`src/rtl/uart_transmitter.sv`:
```
// Buffered UART transmitter: DEPTH-entry byte FIFO feeding a start/8 data/even parity/stop
// serialiser, with a forced idle-high gap after every frame.
module uart_transmitter #(
  parameter int CLKS_PER_BIT = 1,
  parameter int GAP_BITS     = 1,
  parameter int DEPTH        = 4
) (
  input  logic                       clk,
  input  logic                       rst_n,
  input  logic [7:0]                 din,
  input  logic                       wr_en,
  output logic                       full,
  output logic [$clog2(DEPTH+1)-1:0] count,
  output logic                       overflow,
  output logic                       tx,
  output logic                       busy,
  output logic                       frame_done
);

  localparam int CW       = $clog2(DEPTH + 1);
  localparam int AW       = $clog2(DEPTH);
  localparam int GAP_CLKS = GAP_BITS * CLKS_PER_BIT;
  localparam int TW       = (GAP_CLKS > 1) ? $clog2(GAP_CLKS) : 1;

  typedef enum logic [2:0] {
    S_IDLE, S_START, S_DATA, S_PARITY, S_STOP, S_GAP
  } state_t;

  state_t          r_state;
  state_t          w_state_nxt;
  logic [7:0]      r_mem [DEPTH];
  logic [AW-1:0]   r_wptr;
  logic [AW-1:0]   r_rptr;
  logic [CW-1:0]   r_count;
  logic            r_overflow;
  logic [7:0]      r_shift;
  logic [7:0]      w_shift_nxt;
  logic            r_par;
  logic [2:0]      r_idx;
  logic [TW-1:0]   r_timer;
  logic [TW-1:0]   w_limit;
  logic            w_bit_end;
  logic            w_full;
  logic            w_push;
  logic            w_pop;
  logic            r_tx;
  logic            w_tx_nxt;
  logic            r_frame_done;
  logic            w_frame_done_nxt;
  logic            w_busy;

  assign w_full  = (r_count == CW'(DEPTH));
  assign w_push  = wr_en && !w_full;
  assign w_pop   = (r_state == S_IDLE) && (r_count != '0);
  // The gap phase reuses the bit timer with a longer terminal count.
  assign w_limit   = (r_state == S_GAP) ? TW'(GAP_CLKS - 1) : TW'(CLKS_PER_BIT - 1);
  assign w_bit_end = (r_timer == w_limit);

  // FIFO storage: data only, never reset.
  always_ff @(posedge clk) begin
    if (w_push) r_mem[r_wptr] <= din;
  end

  always_ff @(posedge clk or negedge rst_n) begin
    if (!rst_n) begin
      r_wptr     <= '0;
      r_rptr     <= '0;
      r_count    <= '0;
      r_overflow <= 1'b0;
    end else begin
      if (w_push) r_wptr <= r_wptr + 1'b1;
      if (w_pop)  r_rptr <= r_rptr + 1'b1;
      r_count    <= r_count + CW'(w_push) - CW'(w_pop);
      r_overflow <= wr_en && w_full;
    end
  end

  // State register plus bit timing/index control.
  always_ff @(posedge clk or negedge rst_n) begin
    if (!rst_n) begin
      r_state      <= S_IDLE;
      r_timer      <= '0;
      r_idx        <= '0;
      r_tx         <= 1'b1;
      r_frame_done <= 1'b0;
    end else begin
      r_state      <= w_state_nxt;
      r_timer      <= (w_bit_end || r_state == S_IDLE) ? '0 : r_timer + 1'b1;
      if (r_state == S_START)
        r_idx <= '0;
      else if (r_state == S_DATA && w_bit_end && r_idx != 3'd7)
        r_idx <= r_idx + 1'b1;
      r_tx         <= w_tx_nxt;
      r_frame_done <= w_frame_done_nxt;
    end
  end

  always_ff @(posedge clk) begin
    r_shift <= w_shift_nxt;
    if (w_pop) r_par <= ^r_mem[r_rptr];
  end

  always_comb begin
    w_state_nxt = r_state;
    case (r_state)
      S_IDLE:   if (w_pop)                         w_state_nxt = S_START;
      S_START:  if (w_bit_end)                     w_state_nxt = S_DATA;
      S_DATA:   if (w_bit_end && r_idx == 3'd7)    w_state_nxt = S_PARITY;
      S_PARITY: if (w_bit_end)                     w_state_nxt = S_STOP;
      S_STOP:   if (w_bit_end)                     w_state_nxt = S_GAP;
      S_GAP:    if (w_bit_end)                     w_state_nxt = S_IDLE;
      default:                                     w_state_nxt = S_IDLE;
    endcase
  end

  // tx is registered from the next state so the line changes exactly on the bit edge.
  always_comb begin
    w_shift_nxt = r_shift;
    if (w_pop)
      w_shift_nxt = r_mem[r_rptr];
    else if (r_state == S_DATA && w_bit_end)
      w_shift_nxt = {1'b0, r_shift[7:1]};
    case (w_state_nxt)
      S_START:  w_tx_nxt = 1'b0;
      S_DATA:   w_tx_nxt = w_shift_nxt[0];
      S_PARITY: w_tx_nxt = r_par;
      default:  w_tx_nxt = 1'b1;
    endcase
    w_frame_done_nxt = (r_state == S_STOP) && w_bit_end;
    w_busy           = (r_state != S_IDLE);
  end

  assign full       = w_full;
  assign count      = r_count;
  assign overflow   = r_overflow;
  assign tx         = r_tx;
  assign busy       = w_busy;
  assign frame_done = r_frame_done;

endmodule

```
`config.mk`:
```
export PLATFORM = sky130hd
export DESIGN_NAME = uart_transmitter
export DESIGN_NICKNAME = d
export VERILOG_FILES = /design/src/rtl/uart_transmitter.sv
export SDC_FILE = /design/constraint.sdc
export NUM_CORES = 1
export LEC_CHECK = 0
export CAP_MARGIN = 20
export CORE_AREA = 2 2 74 76
export CTS_BUF_LIST = sky130_fd_sc_hd__clkbuf_4 sky130_fd_sc_hd__clkbuf_8
export DETAILED_ROUTE_END_ITERATION = 16
export DIE_AREA = 0 0 76 78
export GPL_TIMING_DRIVEN = 1
export PLACE_DENSITY = 0.79
export REMOVE_ABC_BUFFERS = 1
export SYNTH_ARGS = -nofsm -noshare
export SYNTH_HDL_FRONTEND = slang
export SYNTH_SLANG_ARGS = --single-unit
```
`constraint.sdc`:
```
create_clock -name clk -period 3.3 [get_ports clk]
set_input_delay 0.66 -clock clk [delete_from_list [all_inputs] [get_ports clk]]
set_output_delay 0.66 -clock clk [all_outputs]
set_load 0.05 [all_outputs]
```
; Yosys cells after proc, flatten, opt, wreduce, memory -nomap -nowiden
; Memory sizes are Yosys's and may differ from the RTL's.
; Index checks and enable logic that the tools add are counted.
[totals]
ff_bits = 26
ram_bits = 32
inputBits = 11
output_inout_bits = 8
elab_cells = 61
n_memories = 1
[mem_list]
columns = memory, words, word_bits, read_ports, rd_clocked_by_memory_dff, wr, line_no
row1 = r_mem, 4, 8, 1, 0, 1, 31  ; logic [7:0] r_mem [DEPTH];
[classes]
addsub = 6
n_eq_ne = 11
muxes = 15
bitwise_logic = 1
reduce_logical = 15
[ops]
columns = operator, count
row1 = $mux 3, 8
row2 = $pmux 3 s6, 1
row3 = $mux 8, 2
row4 = $eq 3x2->1 const B, 4
row5 = $eq 3x3->1 const B, 4
row6 = $reduce_xor 8->1, 1
row7 = $logic_and 1x1->1, 7
row8 = $eq 3x1->1 const B, 2
row9 = $reduce_bool 3->1, 2
row10 = $add 2x1->2 const B, 2
row11 = $reduce_bool 2->1, 2
row12 = $add 3x1->3, 1
row13 = $add 3x1->3 const B, 1
row14 = $logic_not 3->1, 1
row15 = $mux 1, 3
row16 = $ne 3x3->1 const B, 1
row17 = $pmux 1 s3, 1
row18 = $sub 3x1->3, 1
row19 = $add 1x1->1 const B, 1
row20 = $logic_not 1->1, 1
row21 = $logic_or 1x1->1, 1
row22 = $not 1->1, 1

; Longest topological paths before layout
; Gate-level depths: netlist of the first run.
[depth]
ltp_word = 6
mapped_depth = 11

; Worst setup path before layout of the first run
; OpenSTA, ideal clock, no wires.
[synth_timing]
kind = reg-to-reg
from = reg r_count[1] (netlist: count[1])
to = reg r_count[2] (netlist: count[2])
setup_ps = 142
t_arrival_ps = 2522
slack_ps = 635
path_stages_with_launch = 11
path_buffers = 1
period_less_slack_ps = 2665
path_cell_list = dfrtp_1 or3_1 and2_1 buf_2 ha_1 inv_1 ha_1 inv_1 fa_1 xnor2_1 xnor2_1
[synth_between]
elab_cells_between_ends = 7
classes_between = add/sub: 2 / eq/ne: 1 / reduce/logical: 4
[synth_lines]
columns = element, line_no
row1 = start: declaration, 34  ; logic [CW-1:0] r_count;
row2 = start signal: assignment, 73  ; r_count <= r_count + CW'(w_push) - CW'(w_pop);
row3 = $reduce_bool 3->1, 54  ; assign w_pop = (r_state == S_IDLE) && (r_count != '0);
row4 = $logic_and 1x1->1, 54
row5 = net w_pop, 45  ; logic w_pop;
row6 = $sub 3x1->3, 73
; The timed path passes the listed nets, and every way through them passes these cells.
; A chain may end at the register's enable or synchronous reset.

; Worst setup path after layout of the first run
[layout_timing]
from = reg r_state[2]
to = reg r_count[2] (netlist: count[2])
[layout_between]
elab_chain_len = 3
[layout_lines]
columns = element, line_no
row1 = start: declaration, 29  ; state_t r_state;
row2 = start signal: assignment, 87  ; r_state <= w_state_nxt;
row3 = $logic_not 3->1, 54
row4 = $logic_and 1x1->1, 54
row5 = $sub 3x1->3, 73
; No other way between the ends.

==> run metrics, run 1 <==
Initial Util 49.4%; most frequent cells in the layout edfxtp_1, clkdlybuf4s50_1, dfrtp_1; Power Dens Cells 1050 nW/um^2; Tightest Pin Transition 0.753 ns; Post-Place Setup Slack about 0.51 ns; Die ar. 5930 um^2; Critical Path AT 2.93 ns; setup TNS 0 ns; critical path fanouts, max 14; GPL Wtd Cong 0.751; wire length per cell 15.2 um; final-report hold violation count 0; Tmin final 2.72 ns; worst hold path class reg -> reg; core area a little over 5000 um^2; Slew headroom 49.6%; Chip Height 78 um; fin nets between 150 and 200; FF+latch count, synth just under 60; EDFF count, synth 40; Synth Flop Type edfxtp_1; initial drt markers 112; Die Span X 76 um; first-pass GRT wire length 6420 um; Worst EP required 3.51 ns; overall routing resource usage ~15%; clk_lat worst skew 0.33 ns; largest cells by area after synthesis edfxtp_1, dfrtp_1, mux4_2; GRT overflow 0; Routed WL 3820 um; Worst-path clk slew 0.07 ns; vias in the first global route 1341; clock sink count slightly below 60; Hold Buf Count CTS 0; Async SR Flop Fraction 29.3%; CTS tree done; leakage 1.12 nW; largest net degree at the start of global routing 18; Yosys top cell by area edfxtp_1; Tcrit/Tclk final between 80% and 90%; root buffer cell clkbuf_8; post-CTS sizing 0; Seq/Total Area, Yosys 66.2%; startpoint types register; count of different cell masters after synthesis 38; CTS buffer count 9; clock share of power 20.3%; final core occ roughly 58%; Site Rows 26; DR pass1 iterations 4; synthesized instance count 152; Area growth syn-to-layout 17.4%; final worst slack 0.578 ns; setup bufs post-CTS 0; MaxCap Viol Count 0; Peak VDD IR 494 uV; Max Slew Vio Count 0; Final Cell Area 2920 um^2; input/output buffers 18; htree depth 3; unrepaired setup endpoints after global routing no; placed cell areas 2730 um^2; Max Clock Freq 0.367 GHz; initial antenna violation count 0; Syn Area/Cell 16.4 um^2; Clock Path Buffers 2; layout cells sized above 1 18.2%; fillers 377; outcome completed; YS warnings 0; Synth Cell Area 2490 um^2; share of total power in sequential cells approximately 41%; DRC 0; Worst Skew 0.00788 ns; Routed Antenna Nets 0; WS Path Type reg -> reg; commonest non-fill, non-tap cell in the layout edfxtp_1; Crit. End Element register; Ports 19; number of setup violations in the final report 0; post-synth top area share 48.3%; combinational share of power 38.7%; n_diodes 0; P_sw 1.10 mW; total power 3.08 mW; Sw Share roughly 36%; Vias/cell 5.20; Vias 1305; DP HPWL 2690 um; P_int 1.98 mW
synth_stat cells (all sizes together), types with 3 or more instances:
master,n
edfxtp,40
dfrtp,16
xnor2,12
inv,11
ha,8
mux4,8
a22o,6
and3,6
buf,5
nor2,5
nand2,3
xor2,3
final timing paths:
kind                            start         end  slack [ns]  cells past startpoint
hold / removal               r_idx[2]    r_idx[2]        0.52                      2
max in group asynchronous       rst_n    count[1]        2.05                      1
min in group asynchronous       rst_n  r_state[2]        0.77                      1
hold reg to reg              r_idx[2]    r_idx[2]        0.52                      2
setup reg to reg           r_state[2]    count[2]        0.58                      9
setup / recovery           r_state[2]    count[2]        0.58                      9
cell type report:
class                      count  area [um^2]  share of cell area [%]
clock inverter                 7         70.1                    2.40
tap                           70         87.6                    3.00
multi-input combinational     77          763                    26.1
inverter                      11         41.3                    1.41
timing repair buffer          19          188                    6.42
sequential                    58         1650                    56.4
clock buffer                   9          124                    4.24
flip-flops by register name, summed over array words and instances (netlist names), 2 cells and up:
register and cells:
r_idx 3, r_wptr 2, r_rptr 2, count 3
r_mem 32, r_shift 8, r_state 3
kinds of logic (layout without fill, tap and decap cells):
logic type               Yosys count  count (layout)  synth area share [%]
AO/OA/AOI/OAI                     14              14                  4.88
buffers and inverters             17              46                  3.12
flip-flops                        58              58                  66.2
AND/OR/NAND/NOR                   27              27                  6.44
adder cells (fa/ha/maj)            9               9                  4.83
XOR/XNOR                          15              15                  5.88
other                              1               1                 0.151
multiplexers                      11              11                  8.50
through the flow:
stage,hold WS (ns),std cells
2_1_floorplan,0.364,146
3_3_place_gp,0.510,235
3_5_place_dp,0.516,235
4_1_cts,0.533,251
5_1_grt,0.552,251
6_report,0.524,251
critical path, cell delays in order (launching register included):
cell	delay [ns]
dfrtp_1	0.49
nor3_1	0.36
and2_1	0.52
ha_1	0.33
inv_1	0.07
ha_1	0.13
inv_1	0.04
fa_1	0.37
xnor2_1	0.15
xnor2_1	0.13
per-layer routing:
metal	track usage (%)	vias up	share of wire, %
met5	0	-	0
met1	18.0	657	44
met2	23.1	28	50
li1	-	608	-
met3	4.65	12	3.9
met4	8.73	0	2.3
power groups by stage:
stage	logic (mW)	registers [mW]	clock network, mW
after floorplan	0.829	1.33	0
after global placement	1.14	1.26	0
after detailed placement	1.19	1.28	0
after CTS	1.20	1.27	0.636
after global routing	1.30	1.30	0.683
final	1.19	1.26	0.626
Note: power is estimated with default switching activity, not from simulation.
==> run 2, diff against run 1 <==
Clock period 3.3 ns to 2.81 ns, I/O delays scaled along.
==> run metrics, run 2 (synthesized netlist as in run 1, its figures left out) <==
final-report hold violation count 0 (unchanged); Vias 1324 (was 1305); Power Dens Cells 1270 nW/um^2 (was 1050 nW/um^2); Largest register FFs 32 (unchanged); FF+latch area 1650 um^2 (unchanged); initial antenna violation count 0 (unchanged); unrepaired setup endpoints after global routing no (unchanged); leakage 1.14 nW (was 1.12 nW); GRT overflow 0 (unchanged); Area growth syn-to-layout 19.0% (was 17.4%); Chip Height 78 um (unchanged); Final Cell Area 2960 um^2 (was 2920 um^2); hold depth 1 (was 2); Max Clock Freq roughly 0.38 GHz; htree depth 3 (unchanged); fin nets 198 (was 196); Worst Skew 0.00432 ns (was 0.00788 ns); startpoint types register (unchanged); Tcrit/Tclk final between 90% and 100%; Peak VDD IR 686 uV (was 494 uV); critical path fanouts, max 10 (was 14); Clock Path Buffers 2 (unchanged); worst hold path class reg -> reg (unchanged); Worst EP required 2.25 ns (was 3.51 ns); Tmin final 2.63 ns; multi-input logic area 763 um^2 (unchanged); setup bufs post-CTS 0 (unchanged); CP cell instances nor3_1 > buf_4 > inv_1 > clkdlybuf4s50_1 (was nor3_1 > and2_1 > ha_1 > inv_1 > ha_1 > inv_1 > fa_1 > xnor2_1 > xnor2_1); Post-Place Setup Slack 0.0839 ns (was 0.507 ns); CTS buffer count 9 (unchanged); Tightest Pin Transition 0.805 ns (was 0.753 ns); Max Slew Vio Count 0 (unchanged); clock sink count 58 (unchanged); fillers 366 (was 377); total power 3.76 mW (was 3.08 mW); Initial Util 49.4% (unchanged); final worst slack 0.183 ns (was 0.578 ns); DP HPWL 2840 um (was 2690 um); setup TNS 0 ns (unchanged); largest registers r_mem: 32 flops, r_shift: 8 flops (unchanged); largest net degree at the start of global routing 18 (unchanged); overall routing resource usage 15.7% (was 14.7%); vias in the first global route 1385 (was 1341); post-CTS sizing 0 (unchanged); placed cells 237 (was 235); wire length per cell 16.4 um (was 15.2 um); placed cell areas 2740 um^2 (was 2730 um^2); GPL Wtd Cong 0.788 (was 0.751); biggest cell delay along the critical path 0.69 ns (was 0.52 ns); input/output buffers 18 (unchanged); Vias/cell 5.23 (was 5.20); number of setup violations in the final report 0 (unchanged); Die Span X 76 um (unchanged); Ports 19 (unchanged); MaxCap Viol Count 0 (unchanged); Worst-path clk slew 0.07 ns (about the same); outcome completed (unchanged); DR pass1 iterations 4 (unchanged); DRC 0 (unchanged); WS Path Type reg -> out (was reg -> reg); first-pass GRT wire length 6800 um (was 6420 um); commonest non-fill, non-tap cell in the layout edfxtp_1 (unchanged); Site Rows 26 (unchanged); Hold Buf Count CTS 0 (unchanged); n_diodes 0 (unchanged); Worst R2R Path Depth 9 (unchanged); initial drt markers 65 (was 112); CTS tree done (unchanged); clk_lat worst skew 0.33 ns (about the same); core area 5040 um^2 (unchanged); Routed WL 4160 um (was 3820 um); critical path's slowest cell clkdlybuf4s50_1 (was and2_1); Routed Antenna Nets 0 (unchanged); Critical Path AT 2.06 ns (was 2.93 ns); root buffer cell clkbuf_8 (unchanged); most frequent cells in the layout edfxtp_1, clkdlybuf4s50_1, dfrtp_1 (unchanged); Crit. End Element output port (was register); final cell count without fillers 253 (was 251); layout cells sized above 1 19.1% (was 18.2%); Slew headroom 46.2% (was 49.6%); Die ar. 5930 um^2 (unchanged); Most flops, register r_mem (unchanged)
-- run 2: cell types whose count changed in the layout (fill, tap and decap cells not counted) --
cell	previous run	this run
buf_4	1	3
clkinvlp_4	3	1
bufinv_16	1	2
clkinv_4	1	2
-- run 2: worst max-delay path, delay by kind of cell, from the launching register on --
kind | cells | cell delay (ns)
flops | 1 | 0.49
simple gates | 1 | 0.32
buf+inv | 3 | 0.92
-- run 2: final timing paths --
kind | from | to | slack, ns
worst max-delay path | r_state[2] | busy | 0.18
worst min-delay path | r_shift[1] | r_shift[0] | 0.53
worst max register to register | count[2] | count[2] | 0.46
worst min register to register | r_shift[1] | r_shift[0] | 0.53
max in group asynchronous | rst_n | r_rptr[0] | 1.62
min in group asynchronous | rst_n | r_state[2] | 0.69
-- run 2: layout make-up --
| cell class | instances | share of cell area [%] |
|---|---|---|
| Inverter | 11 | 1.39 |
| Sequential cell | 58 | 55.7 |
| Multi-Input combinational cell | 77 | 25.8 |
| Clock inverter | 7 | 3.17 |
| Clock buffer | 9 | 4.18 |
| Timing Repair Buffer | 21 | 6.85 |
| Tap cell | 70 | 2.96 |
-- run 2: power by group --
group,internal (mW),leakage [nW],switching [mW],total (mW)
Sequential,1.27,0.590,0.220,1.49
Clock,0.497,0.107,0.341,0.838
Combinational,0.683,0.447,0.758,1.44
-- run 2: per-layer routing --
layer	GRT usage, %	routed length (um)	up-vias
li1	-	-	613
met1	17.1	1660	675
met2	27.2	2250	28
met3	6.74	172	8
met4	6.00	74	0
met5	0	0	-
-- run 2: through the flow --
step,hold slack [ns],util (%)
floorplan,0.266,-
global placement,0.510,54.4
detailed placement,0.518,54.4
CTS,0.529,58.7
global route,0.580,58.7
finish,0.530,58.7
==> run 3, diff against run 2 <==
Clock period 2.81 ns to 2.7 ns, I/O delays scaled along.
==> run metrics, run 3 (synthesized netlist as in run 1, its figures left out) <==
CTS tree done (unchanged); Die ar. 5930 um^2 (unchanged); clock sink count 58 (unchanged); Hold Buf Count CTS 0 (unchanged); Power Dens Cells 1330 nW/um^2 (was 1270 nW/um^2); Tightest Pin Transition 0.798 ns (was 0.805 ns); final cell count without fillers 254 (was 253); initial antenna violation count 0 (unchanged); Area growth syn-to-layout 19.6% (was 19.0%); vias in the first global route 1472 (was 1385); Vias/cell 5.24 (was 5.23); leakage 1.15 nW (was 1.14 nW); CP cell instances nor3_1 > buf_4 > inv_1 > clkdlybuf4s50_1 (unchanged); overall routing resource usage 16.2% (was 15.7%); Tcrit/Tclk final a little over nine tenths; most frequent cells in the layout edfxtp_1, clkdlybuf4s50_1, dfrtp_1 (unchanged); Final Cell Area 2980 um^2 (was 2960 um^2); fin nets 199 (was 198); largest registers r_mem: 32 flops, r_shift: 8 flops (unchanged); unrepaired setup endpoints after global routing no (unchanged); Worst-path clk slew 0.07 ns (about the same); number of setup violations in the final report 0 (unchanged); placed cells 238 (was 237); Clock Path Buffers 2 (unchanged); post-CTS sizing 0 (unchanged); multi-input logic area 763 um^2 (unchanged); root buffer cell clkbuf_8 (unchanged); Reg2Reg Launch Point count[2] (unchanged); critical path fanouts, max 10 (unchanged); Critical Path AT 2.04 ns (was 2.06 ns); final worst slack 0.124 ns (was 0.183 ns); outcome completed (unchanged); Worst EP required 2.16 ns (was 2.25 ns); FF+latch area 1650 um^2 (unchanged); GPL Wtd Cong 0.752 (was 0.788); first-pass GRT wire length 7130 um (was 6800 um); CP delay by family, top buffers and inverters (unchanged); setup TNS 0 ns (unchanged); Tmin final 2.58 ns; layout cells sized above 1 20.1% (was 19.1%); input/output buffers 18 (unchanged); DP HPWL 2870 um (was 2840 um); Die Span X 76 um (unchanged); critical path's slowest cell clkdlybuf4s50_1 (unchanged); Max Slew Vio Count 0 (unchanged); MaxCap Viol Count 0 (unchanged); worst hold path class reg -> reg (unchanged); Ports 19 (unchanged); Routed Antenna Nets 0 (unchanged); GRT overflow 0 (unchanged); Max Clock Freq 0.388 GHz; CTS buffer count 9 (unchanged); placed cell areas 2750 um^2 (was 2740 um^2); Most flops, register r_mem (unchanged); DRC 0 (unchanged); n_diodes 0 (unchanged); wire length per cell 16.4 um (about the same); biggest cell delay along the critical path 0.69 ns (about the same); DR pass1 iterations 6 (was 4); Routed WL 4180 um (was 4160 um); hold_sp r_idx[1] (was r_shift[1]); commonest non-fill, non-tap cell in the layout edfxtp_1 (unchanged); CP startpoint r_state[2] (unchanged); Largest register FFs 32 (unchanged); Slew headroom 46.6% (was 46.2%); Initial Util 49.4% (unchanged); setup bufs post-CTS 0 (unchanged); Chip Height 78 um (unchanged); initial drt markers 90 (was 65); core area 5040 um^2 (unchanged); Site Rows 26 (unchanged); startpoint types register (unchanged); htree depth 3 (unchanged); fillers 373 (was 366); Post-Place Setup Slack 0.138 ns (was 0.0839 ns); WS Path Type reg -> out (unchanged); final-report hold violation count 0 (unchanged); Vias 1330 (was 1324); Worst Path Buf+Inv 3 (unchanged); hold slack final 0.537 ns (was 0.530 ns); clk_lat worst skew 0.33 ns (about the same); largest net degree at the start of global routing 18 (unchanged); Crit. End Element output port (unchanged); Worst Skew 0.00505 ns (was 0.00432 ns); Peak VDD IR 769 uV (was 686 uV)
-- run 3: changes by cell type in the layout (fill, tap and decap cells not counted) --
cell and delta:
buf_4 +1, clkinv_1 -1, clkinv_2 -1, clkinv_4 +1, inv_6 +1
-- run 3: worst register-to-register path, stage by stage (launching register included) --
cell and delay [ns]:
dfrtp_1 0.43, or3_1 0.43, and2_1 0.20, ha_1 0.27
inv_1 0.06, ha_1 0.13, inv_1 0.05, fa_1 0.38
xnor2_1 0.18, xnor2_1 0.14
-- run 3: path summary, 6_finish.rpt --
check,end,slack [ns],cells after the start
max in group asynchronous,count[0],1.54,1
hold reg to reg,r_idx[1],0.54,2
setup reg to reg,count[2],0.36,9
setup / recovery,busy,0.12,4
hold / removal,r_idx[1],0.54,2
min in group asynchronous,r_state[1],0.67,1
-- run 3: metrics by stage --
stage,util (%),power (mW)
5_1_grt,59.0,4.19
2_1_floorplan,-,2.63
3_3_place_gp,54.5,2.97
6_report,59.0,3.96
3_5_place_dp,54.5,3.08
4_1_cts,59.0,3.99
-- run 3: power breakdown --
group          internal [mW]  switching [mW]  total (mW)
logic                  0.712           0.800        1.51
clock network          0.527           0.371       0.898
registers               1.32           0.231        1.55
-- run 3: routing by layer --
metal	track usage (%)	part of all wire (%)	wire [um]	vias to the layer above
met5	0	0	0	-
met4	7.64	1.9	80	0
met3	5.81	4.9	204	6
met2	27.9	52	2180	33
met1	17.9	41	1710	672
li1	-	-	-	619
-- run 3: final cells by class --
type | count | share of cell area (%)
Clock inverter | 7 | 3.45
Clock buffer | 9 | 4.16
Tap cell | 70 | 2.94
Timing Repair Buffer | 22 | 7.06
Sequential cell | 58 | 55.4
Inverter | 11 | 1.39
Multi-Input combinational cell | 77 | 25.6
